## src/rtl/mul12u_pkg.sv

```systemverilog
// Shared definitions for the 12x12 unsigned approximate multiplier datapath:
// product width, accumulator stage state encoding and width helper.
package mul12u_pkg;

  localparam int PROD_W = 24;

  typedef enum logic {
    ACC  = 1'b0,
    HOLD = 1'b1
  } acc_state_e;

  // Sum of n_terms products of in_w bits can never exceed in_w + log2(n_terms) bits.
  function automatic int acc_width(input int in_w, input int n_terms);
    return in_w + $clog2(n_terms);
  endfunction

endpackage

```

## src/rtl/mul12u_acc_stage.sv

```systemverilog
// Dot-product accumulator behind the approximate multiplier: sums up to N_TERMS
// products per run and presents the run total on a valid/ready hold register.
module mul12u_acc_stage
  import mul12u_pkg::*;
#(
  parameter int IN_W    = PROD_W,
  parameter int N_TERMS = 16,
  parameter int CNT_W   = $clog2(N_TERMS) + 1,
  parameter int ACC_W   = acc_width(IN_W, N_TERMS)
) (
  input  logic             clk,
  input  logic             rst,
  input  logic             in_valid,
  output logic             in_ready,
  input  logic [IN_W-1:0]  in_prod,
  input  logic             in_last,
  output logic             out_valid,
  input  logic             out_ready,
  output logic [ACC_W-1:0] out_sum,
  output logic [CNT_W-1:0] out_count
);

  acc_state_e       r_state;
  logic [ACC_W-1:0] r_acc;
  logic [CNT_W-1:0] r_cnt;
  logic             r_out_valid;
  logic [ACC_W-1:0] r_out_sum;
  logic [CNT_W-1:0] r_out_count;

  logic             w_accept;
  logic             w_close;
  logic [ACC_W-1:0] w_acc_nxt;
  logic [CNT_W-1:0] w_cnt_nxt;

  // NOTE: in_ready is the only combinational output; in HOLD it follows out_ready so a
  // draining result and the first term of the next run share one cycle with no bubble.
  assign in_ready  = (r_state == ACC) || out_ready;
  assign w_accept  = in_valid && in_ready;

  // acc/cnt are cleared at every run close, so in HOLD these start a fresh run.
  assign w_acc_nxt = r_acc + ACC_W'(in_prod);
  assign w_cnt_nxt = r_cnt + CNT_W'(1);
  assign w_close   = in_last || (w_cnt_nxt == CNT_W'(N_TERMS));

  // NOTE: all state uses non-blocking assignments so every register updates from the
  // same pre-edge values regardless of statement order within the block.
  always_ff @(posedge clk) begin
    if (rst) begin
      r_state     <= ACC;
      r_acc       <= '0;
      r_cnt       <= '0;
      r_out_valid <= 1'b0;
      r_out_sum   <= '0;
      r_out_count <= '0;
    end else begin
      if (w_accept && w_close) begin
        r_out_sum   <= w_acc_nxt;
        r_out_count <= w_cnt_nxt;
        r_out_valid <= 1'b1;
        r_acc       <= '0;
        r_cnt       <= '0;
        r_state     <= HOLD;
      end else begin
        if (w_accept) begin
          r_acc <= w_acc_nxt;
          r_cnt <= w_cnt_nxt;
        end
        // Result taken by the sink and no new result reloads it: drop back to ACC.
        if (r_state == HOLD && out_ready) begin
          r_out_valid <= 1'b0;
          r_state     <= ACC;
        end
      end
    end
  end

  assign out_valid = r_out_valid;
  assign out_sum   = r_out_sum;
  assign out_count = r_out_count;

endmodule

```

## config.mk

```make
export PLATFORM = sky130hd
export DESIGN_NAME = mul12u_acc_stage
export DESIGN_NICKNAME = d
export VERILOG_FILES = /design/src/rtl/mul12u_pkg.sv /design/src/rtl/mul12u_acc_stage.sv
export SDC_FILE = /design/constraint.sdc
export NUM_CORES = 1
export LEC_CHECK = 0
export CAP_MARGIN = 0
export CORE_MARGIN = 4
export CORE_UTILIZATION = 30
export CTS_BUF_LIST = sky130_fd_sc_hd__clkbuf_2
export DETAILED_ROUTE_END_ITERATION = 12
export PLACE_DENSITY = 0.48
export SYNTH_ARGS = -nofsm -noshare
export SYNTH_HDL_FRONTEND = slang
export SYNTH_SLANG_ARGS = --single-unit
```

## constraint.sdc

```tcl
create_clock -name clk -period 2.3 [get_ports clk]
set_input_delay 0.23 -clock clk [delete_from_list [all_inputs] [get_ports clk]]
set_output_delay 0.23 -clock clk [all_outputs]
set_load 0.02 [all_outputs]
```

==> metrics.txt <==
status completed; internal power 2.48 mW; reg2reg end out_sum[26]$_SDFFE_PP0P_; crit share post-route 0.990; worst hold slack 0.411 ns; Placed Instances 809; final number of setup-violating endpoints 0; deepest clock path buffer count 2; Max Fanout on Critical Path 5; NetSw 1.21 mW; die width 122 µm; Sw Share 0.328; Hold Fails Final Rpt 0; syn avg cell area 7.79 µm²; DP Wirelength 9530 µm; GRT Util Overall 0.173; via count 4,091; Max Cap Viol 0; Worst-Skew Late Latency 0.57 ns; Routed WL 13,100 µm; first-pass GRT wire length 20,200 µm; Synth async-reset ratio 0; Die ar. 15,000 µm²; Ports 64; Worst-path clk slew 0.22 ns; Pre-antenna DRT Iters 4; Net Count, Synth 560; Clock Skew 0.0345 ns; total grt overflow 0; detail-routed via count per cell 4.92; r2r setup slk 0.02 ns; CP Capture Point out_sum[26]$_SDFFE_PP0P_; Worst R2R Path Depth 7; CP Launch Type register; Antenna Violating Nets Remaining 0; Slew Viols, Final 0; GP Congestion 0.857; vias in the first global route 3,979; final instance area 6090 µm²; core area 12,700 µm²; pwr dens 606 nW/µm²; Pleak 2.41 nW; Synth warnings 0; synthesized flop and latch total 67; FMAX 0.439 GHz; Avg WL per Cell 15.7 µm; Root Buffer clkbuf_2; TritonCTS clock tree built; Clock power frac 0.288; Synth Instances 504; Commonest cells post-synth 96 x nand2_1, 67 x dfxtp_1, 64 x a21oi_1, 42 x nor2_1; standard-cell rows 41; initial core utilization 0.309; sequential share of power 0.355; Crit Path Class register to register; number of flops mapped to enable cells by yosys 0; final std cells w/o fill 832; Synth-to-Final Area Change 55.1%; layout cell share with drive strength beyond 1 0.303; FF-to-FF Start r_acc[11]$_SDFFE_PP0P_; Worst-Margin Slew 0.437 ns; Synth Flop Type dfxtp_1; crit end category register; drt drc 0; area share of the largest cell type after synthesis 0.342; Post-DP Area 5400 µm²; WP data required 2.76 ns; Num CTS Buffers 9; WP data arrival 2.73 ns; Post-CTS Hold Fix Bufs 0; Slew headroom 0.708; dominant cells by area after synthesis dfxtp_1 34%, nand2_1 9.2%, ha_1 8.3%, a21oi_1 8.2%, nor2_1 4.0%; clock sink count 67; largest net degree at the start of global routing 35; Tmin final 2.28 ns; number of distinct library cells after synthesis 59; Port Buffers 63; initial antenna violation count 0; H-Tree Depth 3; chip height 122 µm; area leader, netlist dfxtp_1; Post-Syn Area 3930 µm²; CP startpoint r_acc[11]$_SDFFE_PP0P_; Iteration-0 DRC Markers 235; hold crit path type input pin to register; maximum vdd ir drop 0.197 mV; Logic pwr share 0.357; register area share after synthesis 0.342; most common cell in the netlist nand2_1; nets 711; RSZ-0062 raised after global routing yes; antenna cells 0
-- flip-flops by register name (all words and copies together), names as in the netlist --
register	flops
out_count	5
out_valid	1
r_cnt	5
out_sum	28
r_acc	28
-- power groups by stage --
| stage | clock network (mW) | registers (mW) | logic (mW) |
|---|---|---|---|
| global placement | 0 | 1.32 | 1.15 |
| CTS | 1.09 | 1.30 | 1.18 |
| floorplan | 0 | 1.36 | 0.565 |
| global route | 1.13 | 1.32 | 1.44 |
| detailed placement | 0 | 1.32 | 1.16 |
| finish | 1.06 | 1.31 | 1.32 |
-- critical path: stages, from the launching register on --
cell and delay, ns:
dfxtp_1 0.40, ha_4 0.30, nand2_1 0.08, or3_4 0.41
or3_4 0.37, a31oi_4 0.29, mux2i_1 0.22, o22ai_1 0.09
-- cell families (layout without fill, tap and decap cells) --
| group | count (synthesis) | count (layout) | synth area share |
|---|---|---|---|
| xor+xnor | 25 | 25 | 0.0558 |
| fa+ha+maj | 27 | 27 | 0.0880 |
| buf+inv | 34 | 189 | 0.0367 |
| flops | 67 | 67 | 0.342 |
| simple gates | 195 | 196 | 0.221 |
| mux | 5 | 5 | 0.0128 |
| compound gates | 151 | 151 | 0.244 |
-- metrics by stage --
step	setup TNS [ns]	util	setup WS, ns	total power [mW]
final	0	0.479	0.0240	3.69
after global placement	-12.94	0.425	-0.462	2.47
after detailed placement	-13.44	0.425	-0.505	2.48
after global routing	-0.267	0.479	-0.0536	3.89
after CTS	-0.000285	0.444	-0.000285	3.57
after floorplan	0	-	0.0460	1.92
-- layout make-up --
| class | instances | area (µm²) |
|---|---|---|
| sequential | 67 | 1360 |
| timing repair buffer | 165 | 1440 |
| tap | 172 | 215 |
| clock inverter | 7 | 140 |
| fill | 1284 | 6630 |
| inverter | 8 | 30.0 |
| clock buffer | 9 | 45.0 |
| multi-input combinational | 404 | 2870 |
-- layer usage --
metal / part of all wire / global-route usage
met4: 0.016 / 0.0567
met1: 0.50 / 0.242
met2: 0.45 / 0.270
met5: 0 / 0
met3: 0.042 / 0.0300
-- cells in the final DEF, fill, tap and decap left out, drive strengths merged, types with 3 or more instances in the layout --
cell and n:
nor3b 3, nand3 13, and2 5, ha 26
a31oi 4, inv 8, clkdlybuf4s50 63, bufinv 4
o21ai 26, xnor2 18, a21o 4, o21bai 4
xor2 7, buf 102, clkbuf 9, a211oi 7
o21a 8, nor2 43, mux2i 5, nor3 9
a21boi 5, a21oi 64, or3 4, o211ai 5
and3 7, a31o 3, nand2 96, dfxtp 67
nand4 8
-- worst min path at each step --
| stage | from | to | slack (ns) | cells past startpoint |
|---|---|---|---|---|
| 6_report | in_last | out_count[3]$_SDFFE_PP0P_ | 0.41 | 4 |
| 2_1_floorplan | r_acc[21]$_SDFFE_PP0P_ | r_acc[21]$_SDFFE_PP0P_ | 0.44 | 2 |
| 5_1_grt | in_last | out_count[3]$_SDFFE_PP0P_ | 0.41 | 4 |
| 3_5_place_dp | out_sum[21]$_SDFFE_PP0P_ | out_sum[21]$_SDFFE_PP0P_ | 0.45 | 1 |
| 3_3_place_gp | out_sum[21]$_SDFFE_PP0P_ | out_sum[21]$_SDFFE_PP0P_ | 0.44 | 1 |
| 4_1_cts | in_last | out_count[3]$_SDFFE_PP0P_ | 0.35 | 4 |
-- repair_timing --
item                                    4_1_cts  5_1_grt
buffers inserted                              0        7
gates resized for setup                      16       81
endpoints found under the setup margin       24       34
pin swaps                                     2       35
gates cloned                                  0        1
Power figures use the tool's default switching activity.
